==> src/rtl/idex_pipe_stage.sv <==
// D->E pipeline register with one-shot start/kill control for iterative units.
// Define IDEX_PERF_CNT_EN to add stall/flush performance counters.
module idex_pipe_stage #(
  parameter int          PAYLOAD_W = 160,
  parameter int          NUM_UNITS = 2,
  parameter logic [31:0] NOP_INST  = 32'h00000013
) (
  input  logic                 clk,
  input  logic                 rst,
  input  logic                 stall_i,
  input  logic                 flush_i,
  input  logic                 valid_d_i,
  input  logic [31:0]          inst_d_i,
  input  logic [PAYLOAD_W-1:0] payload_d_i,
  input  logic [NUM_UNITS-1:0] unit_req_d_i,
  input  logic [NUM_UNITS-1:0] unit_done_i,
  output logic                 valid_e_o,
  output logic [31:0]          inst_e_o,
  output logic [PAYLOAD_W-1:0] payload_e_o,
  output logic [NUM_UNITS-1:0] start_e_o,
  output logic [NUM_UNITS-1:0] kill_e_o,
  output logic [NUM_UNITS-1:0] unit_busy_o,
`ifdef IDEX_PERF_CNT_EN
  output logic [31:0]          perf_stall_cnt_o,
  output logic [31:0]          perf_flush_cnt_o,
`endif
  output logic                 stall_req_o
);

  logic                 valid_q;
  logic [31:0]          inst_q;
  logic [PAYLOAD_W-1:0] payload_q;
  logic [NUM_UNITS-1:0] req_q;
  logic                 fresh_q;
  logic [NUM_UNITS-1:0] kill_q;
  logic [NUM_UNITS-1:0] busy_q;
  logic [NUM_UNITS-1:0] req_d;
  logic [NUM_UNITS-1:0] busy_live;

  assign req_d     = unit_req_d_i & {NUM_UNITS{valid_d_i}};
  assign busy_live = busy_q & ~unit_done_i;

  always_ff @(posedge clk or posedge rst) begin
    if (rst) begin
      valid_q   <= 1'b0;
      inst_q    <= NOP_INST;
      payload_q <= '0;
      req_q     <= '0;
      fresh_q   <= 1'b0;
      kill_q    <= '0;
      busy_q    <= '0;
    end else if (flush_i) begin
      valid_q   <= 1'b0;
      inst_q    <= NOP_INST;
      payload_q <= '0;
      req_q     <= '0;
      fresh_q   <= 1'b0;
      kill_q    <= busy_q;
      busy_q    <= '0;
    end else if (stall_i) begin
      fresh_q   <= 1'b0;
      kill_q    <= '0;
      busy_q    <= busy_live;
    end else begin
      valid_q   <= valid_d_i;
      inst_q    <= inst_d_i;
      payload_q <= payload_d_i;
      req_q     <= req_d;
      fresh_q   <= 1'b1;
      kill_q    <= '0;
      busy_q    <= busy_live | req_d;
    end
  end

  // req_q persists while held; fresh_q limits start to the first E cycle
  assign start_e_o   = req_q & {NUM_UNITS{fresh_q}};
  assign valid_e_o   = valid_q;
  assign inst_e_o    = inst_q;
  assign payload_e_o = payload_q;
  assign kill_e_o    = kill_q;
  assign unit_busy_o = busy_q;
  assign stall_req_o = |busy_live;

`ifdef IDEX_PERF_CNT_EN
  logic [31:0] stall_cnt_q;
  logic [31:0] flush_cnt_q;

  always_ff @(posedge clk or posedge rst) begin
    if (rst) begin
      stall_cnt_q <= '0;
      flush_cnt_q <= '0;
    end else begin
      if (stall_req_o) stall_cnt_q <= stall_cnt_q + 32'd1;
      if (flush_i)     flush_cnt_q <= flush_cnt_q + 32'd1;
    end
  end

  assign perf_stall_cnt_o = stall_cnt_q;
  assign perf_flush_cnt_o = flush_cnt_q;
`endif

endmodule

==> config.mk <==
export PLATFORM = sky130hd
export DESIGN_NAME = idex_pipe_stage
export DESIGN_NICKNAME = d
export VERILOG_FILES = /design/src/rtl/idex_pipe_stage.sv
export SDC_FILE = /design/constraint.sdc
export NUM_CORES = 1
export LEC_CHECK = 0
export ABC_CLOCK_PERIOD_IN_PS = 18900
export BUFFER_PORTS_ARGS = -buffer_cell sky130_fd_sc_hd__buf_2
export CAP_MARGIN = 30
export CORE_AREA = 4 4 154 156
export DETAILED_ROUTE_END_ITERATION = 16
export DIE_AREA = 0 0 158 160
export GPL_ROUTABILITY_DRIVEN = 0
export PLACE_DENSITY = 0.66
export SLEW_MARGIN = 20
export SYNTH_ARGS = -nofsm -noshare
export SYNTH_HDL_FRONTEND = slang
export SYNTH_SLANG_ARGS = --single-unit
==> constraint.sdc <==
create_clock -name clk -period 18.9 [get_ports clk]
set_input_delay 2.835 -clock clk [delete_from_list [all_inputs] [get_ports clk]]
set_output_delay 2.835 -clock clk [all_outputs]
set_load 0.1 [all_outputs]
==> results of run 1 <==
## routing by layer
layer / vias up / part of all wire [%]
met4: 0 / 1.9
met5: - / 0
met3: 27 / 9.1
met1: 2928 / 41
met2: 271 / 48
li1: 2902 / -
## registers in the layout (all words and copies together), names as in the netlist
| signal | flops |
|---|---|
| payload_e_o | 160 |
| inst_e_o | 32 |
| kill_e_o | 2 |
| req_q | 2 |
| unit_busy_o | 2 |
| fresh_q | 1 |
| valid_e_o | 1 |
## stage by stage
step | setup WS [ns] | area (um2) | utilization (%)
2_1_floorplan | 10.62 | 8190 | -
3_3_place_gp | 12.43 | 10200 | 45.5
3_5_place_dp | 12.44 | 10200 | 45.6
4_1_cts | 12.44 | 10800 | 48.1
5_1_grt | 12.40 | 10800 | 48.3
6_report | 12.43 | 10800 | 48.3
## power by group through the flow
| stage | logic [mW] | clock network [mW] | registers [mW] |
|---|---|---|---|
| CTS | 0.296 | 0.362 | 0.464 |
| global route | 0.309 | 0.382 | 0.467 |
| detailed placement | 0.296 | 0 | 0.472 |
| finish | 0.295 | 0.349 | 0.464 |
| global placement | 0.294 | 0 | 0.472 |
| floorplan | 0.0640 | 0 | 0.646 |
## layout make-up
type | instances | share of cell area [%]
Inverter | 1 | 0.104
Clock buffer | 20 | 4.13
Sequential cell | 200 | 46.3
Multi-Input combinational cell | 402 | 25.4
Timing Repair Buffer | 407 | 19.7
Clock inverter | 12 | 1.03
Tap cell | 285 | 3.30
## how the worst max path moves through the flow
stage / from / endpoint / slack, ns / cells after the start
after CTS: unit_done_i[1] / stall_req_o / 12.44 / 4
after global placement: unit_done_i[1] / stall_req_o / 12.43 / 4
final: unit_done_i[1] / stall_req_o / 12.43 / 4
after global routing: unit_done_i[1] / stall_req_o / 12.40 / 4
after floorplan: rst / fresh_q / 10.62 / 1
after detailed placement: unit_done_i[1] / stall_req_o / 12.44 / 4
## layout by cell type, fill, tap and decap left out
cell / netlist / layout
nand3b_1: 2 / 2
clkinv_4: 0 / 2
nor2b_1: 3 / 3
buf_6: 1 / 1
and2_1: 4 / 4
buf_2: 3 / 398
mux2i_1: 190 / 190
dfstp_2: 3 / 3
inv_6: 0 / 3
nand2b_1: 2 / 2
buf_8: 19 / 1
inv_8: 0 / 5
buf_4: 1 / 4
a21oi_1: 4 / 4
clkbuf_1: 19 / 2
nor2_1: 191 / 191
dfrtp_1: 197 / 197
clkbuf_8: 0 / 1
clkinvlp_4: 0 / 3
nand2_1: 3 / 3
buf_16: 0 / 3
clkbuf_16: 0 / 17
a211o_1: 3 / 3
## Yosys cell counts
master | instances | share of area [%]
nor2_1 | 191 | 8.8
a211o_1 | 3 | 0.32
buf_8 | 19 | 3.5
buf_2 | 3 | 0.18
buf_4 | 1 | 0.092
a21oi_1 | 4 | 0.24
inv_1 | 1 | 0.046
buf_12 | 2 | 0.49
mux2i_1 | 190 | 23
dfstp_2 | 3 | 0.96
and2_1 | 4 | 0.31
buf_6 | 1 | 0.14
nand2b_1 | 2 | 0.15
nand3b_1 | 2 | 0.18
clkbuf_1 | 19 | 0.87
nand2_1 | 3 | 0.14
nor2b_1 | 3 | 0.23
dfrtp_1 | 197 | 60
## worst min-delay path: stages (launching register included)
cell     delay [ns]
dfrtp_1        0.34
mux2i_1        0.07
nor2_1         0.07
## logic make-up (layout without fill, tap and decap cells)
family	count (synthesis)	in the layout	synth area share, %
AND/OR/NAND/NOR	205	205	9.76
buffers and inverters	46	440	5.30
flip-flops	200	200	61.2
multiplexers	190	190	23.2
AO/OA/AOI/OAI	7	7	0.565
==> flow_summary.ini, run 1 <==
[floorplan]
core_um2 = 22400
ios = 401
die_area_um2 = 25300
row_count = 55
die_h_um = 160
start_util_pct = 36.6
die_w_um = 158

[global_routing]
overflow = 0
grt_usage_pct = 17.2
grtUsageMet2_pct = 28.3
grtUsageMet1_pct = 21.8
antenna_found_initial = 0
grt_max_degree = 129
top_usage_layer = met2
grt_pass1_wl_um = 34200
globalRouteMet3Util_pct = 5.50
grt_pass1_vias = 6198

[timing]
finalSetupTns_ns = 0
worstMarginPinSlew_ns = 0.975
fin_crit_sh_pct = 34.2
slew-limit-headroom_pct = 35.0
whs_ns = 0.516
finClkSkew_ns = 0.0103
max_freq_mhz = 155
hold_violations = 0
post-route-min-period_ns = 6.47
rsz0062_at_grt = no
setup_viol_count_final = 0
finalMaxSlewViolations = 0

[clock_network]
hold_buffers = 0
cts_buffers = 17
cts_tree = built
cts_root_buf = clkbuf_16
cts_max_level = 4
clk_path_buf_depth = 2
insertion_delay_ns = 0.42
ctsResizeCount = 0
cts_setup_buffers = 0
clock_sinks = 200
clk_pin_slew_ns = 0.07

[placed_design]
dp.cells = 1293
io_buffer_count = 400
dp_hpwl_um = 16100

[cells_and_area]
instances_no_fill = 1327
synthToLayoutAreaGrowth_pct = 32.0
drive_above_1_share_pct = 42.3
diodes = 0
layout.nets = 1230
fillers = 2092
seq_area_um2 = 5010
multi_input_area_um2 = 2750

[setup_path]
path_class = in2out
slowest_delay_ns = 0.42
r2r_slack_ns = 18.04
critPathSlowestCell = buf_2
cpMostUsedCell = buf_2
cp_max_fo = 2
r2r-start = unit_busy_o[1]
required_ns = 16.07
crit_family = buffers and inverters
ff2ff_path_depth = 2
critPathBufInv = 2
rr_endpoint = unit_busy_o[1]
crit_path_end_kind = primary output
cp_data_arrival_time_ns = 3.63
crit_chain = buf_2 -> nand2b_1 -> nand2_1 -> buf_2
critPathLaunchType = primary input

[synthesis]
syn_area_um2 = 8190
synthCells = 648
avgSynthCellArea_um2 = 12.6
seq_area_frac_synth_pct = 61.2
yosysWarnings = 0
synth.distinct_cells = 18
synth-seq-cells = 200
syn_nets = 849

[power]
combinationalPowerShare_pct = 26.6
power.share.clock_pct = 31.5
total_power_mw = 1.11
swShare_pct = 38.0
leakage_nw = 6.30
switchingPower_uw = 421
vdd_ir_drop_max_mv = 0.0480
p_int_uw = 687
pwr-share-seq_pct = 41.9
pwr_density_cell_nw_per_um2 = 102

[detailed_routing]
ant_nets = 0
drc_errors = 0
via_per_inst = 4.62
post_drt_wl_per_cell_um = 17.0
first_pass_iters = 4
drt_iter0_markers = 346
vias = 6128
wl_um = 22500

[outcome]
status = complete, no violations

[flow_run]
drv_cap = 0

[worst_hold_path]
min_path_cells = 2
hp-start = payload_e_o[85]
hold_end = payload_e_o[85]
hp-class = reg2reg
Power figures use the tool's default switching activity.
==> run 2, diff against run 1 <==
ABC_AREA = 1   (was default)
ABC_CLOCK_PERIOD_IN_PS = 6050   (was 18900)
CORE_AREA = 4 4 155 157   (was 4 4 154 156)
DIE_AREA = 0 0 159 161   (was 0 0 158 160)
PLACE_DENSITY = default   (was 0.66)
clock period = 6.05 ns   (was 18.9 ns; I/O delays follow)
==> run 2 against run 1 <==
Power increased to 3.1 times the previous value. Setup slack got worse by 8.9 ns. Critical path type unchanged. Flip-flop and latch count is the same. Largest power group unchanged.
==> flow_summary.ini, run 2 <==
[setup_path]
rr_endpoint = inst_e_o[1]
r2r_slack_ns = 5.32
ff2ff_path_depth = 2
endpoint = stall_req_o
crit_path_end_kind = primary output
cp_max_fo = 2
cp_data_arrival_time_ns = 1.58
path_class = in2out
required_ns = 5.14
critical_path.startpoint = unit_done_i[1]
critPathLaunchType = primary input
r2r-start = inst_e_o[1]

[cells_and_area]
synthToLayoutAreaGrowth_pct = 37.9
layout.nets = 1435
final_area_um2 = 10300
diodes = 0
largest_reg_flops = 160
layout_commonest_cell = nand2_1
final_cell_mix = nand2_1, buf_2, dfrtp_1, clkbuf_16, inv_1
drive_above_1_share_pct = 35.6

[synthesis]
synth_top_area_share_pct = 65.7
syn_area_um2 = 7510
synth_area_leaders = dfrtp_1, nand2_1, buf_2
synth-seq-cells = 200
seq_area_frac_synth_pct = 66.7
synth_flop_cell = dfrtp_1
synth.most_common_cell = nand2_1
synth.distinct_cells = 11
ys_top_cells_by_count = nand2_1, dfrtp_1, buf_2, inv_1, clkbuf_1
synth_edf_count = 0
synthCells = 850
async_reset_ff_share_pct = 100
syn_nets = 1051
yosysWarnings = 0
avgSynthCellArea_um2 = 8.83
yosys.area.top_type = dfrtp_1

[power]
p_int_mw = 2.09
vdd_ir_drop_max_mv = 0.154
power.share.clock_pct = 32.0
pwr_density_cell_nw_per_um2 = 328
switchingPower_mw = 1.30
combinationalPowerShare_pct = 25.3
pwr-share-seq_pct = 42.7
leakage_nw = 6.47
swShare_pct = 38.4

[floorplan]
core_um2 = 22500
die_h_um = 161
die_area_um2 = 25600
start_util_pct = 33.4
row_count = 55
ios = 401
die_w_um = 159

[timing]
fin_crit_sh_pct = 41.1
max_freq_mhz = 402
post-route-min-period_ns = 2.49
setup_viol_count_final = 0
timing.final.ws_setup_ns = 3.56
finalSetupTns_ns = 0
hold_violations = 0
slew-limit-headroom_pct = 41.9
finClkSkew_ns = 0.00323
rsz0062_at_grt = no
finalMaxSlewViolations = 0
worstMarginPinSlew_ns = 0.871

[clock_network]
hold_buffers = 0
ctsResizeCount = 0
clock_sinks = 200
clk_pin_slew_ns = 0.08
clk_path_buf_depth = 2
cts_buffers = 17
cts_setup_buffers = 0
cts_max_level = 4
cts_root_buf = clkbuf_16
cts_tree = built
insertion_delay_ns = 0.43

[detailed_routing]
first_pass_iters = 4
via_per_inst = 4.31
drt_iter0_markers = 294
wl_um = 22600
drc_errors = 0
ant_nets = 0
post_drt_wl_per_cell_um = 14.8
vias = 6608

[placed_design]
dp_hpwl_um = 16200
placedInstanceArea_um2 = 9740
pre_cts_slack_ns = 3.56
io_buffer_count = 400

[global_routing]
grt_usage_pct = 17.0
grt_max_degree = 188
grt_pass1_vias = 6523
overflow = 0
antenna_found_initial = 0
grt_pass1_wl_um = 35100

[flow_run]
drv_cap = 0

[outcome]
status = complete, no violations

[worst_hold_path]
hp-class = in2async
==> run 2: routing by layer <==
layer  up-vias  GRT usage [%]  wire [um]
li1       3305              -          -
met1      3019           20.3       9140
met2       258           29.4      11300
met3        26           5.72       1730
met4         0           5.17        464
met5         -              0          0
==> run 2: metrics by stage <==
step / total power, mW / hold WS [ns] / utilization [%] / std cells
after global routing: 3.53 / 0.468 / 46.0 / 1532
final: 3.39 / 0.459 / 46.0 / 1532
after detailed placement: 2.33 / 0.453 / 43.3 / 1498
after CTS: 3.43 / 0.453 / 45.7 / 1530
after floorplan: 2.14 / 0.450 / - / 850
after global placement: 2.33 / 0.448 / 43.3 / 1498
==> run 2: power by group through the flow <==
stage          sequential, mW  clock, mW  combinational [mW]
3_3_place_gp             1.47          0               0.858
5_1_grt                  1.46       1.18               0.895
4_1_cts                  1.45       1.12               0.860
6_report                 1.45       1.09               0.856
3_5_place_dp             1.47          0               0.861
2_1_floorplan            2.02          0               0.119
==> run 2: final cells by class <==
type	instances	area, um2
clock inverters	12	113
fillers	2270	12200
inverters	9	37.5
well taps	285	357
clock buffers	20	437
repair buffers	408	2130
multi-input cells	598	2270
flip-flops and latches	200	5010
==> run 2: logic make-up (layout without fill, tap and decap cells) <==
group                  count (synthesis)  after routing  share of synthesized area, %
AOI/OAI and AO/OA                      3              3                         0.200
buffers and inverters                 52            449                          3.22
DFF                                  200            200                          66.7
and+or+nand+nor                      595            595                          29.9
==> run 2: how the worst min path moves through the flow <==
stage	endpoint	depth (start not counted)	slack [ns]
after global routing	payload_e_o[45]	2	0.47
after CTS	payload_e_o[45]	2	0.45
after floorplan	req_q[0]	2	0.45
after detailed placement	payload_e_o[86]	2	0.45
after global placement	payload_e_o[139]	2	0.45
final	payload_e_o[43]	2	0.46
==> run 2: critical path, stage by stage <==
cell     delay (ns)
buf_2          0.09
inv_1          0.06
nand2_1        0.05
nand2_1        0.06
buf_2          0.41
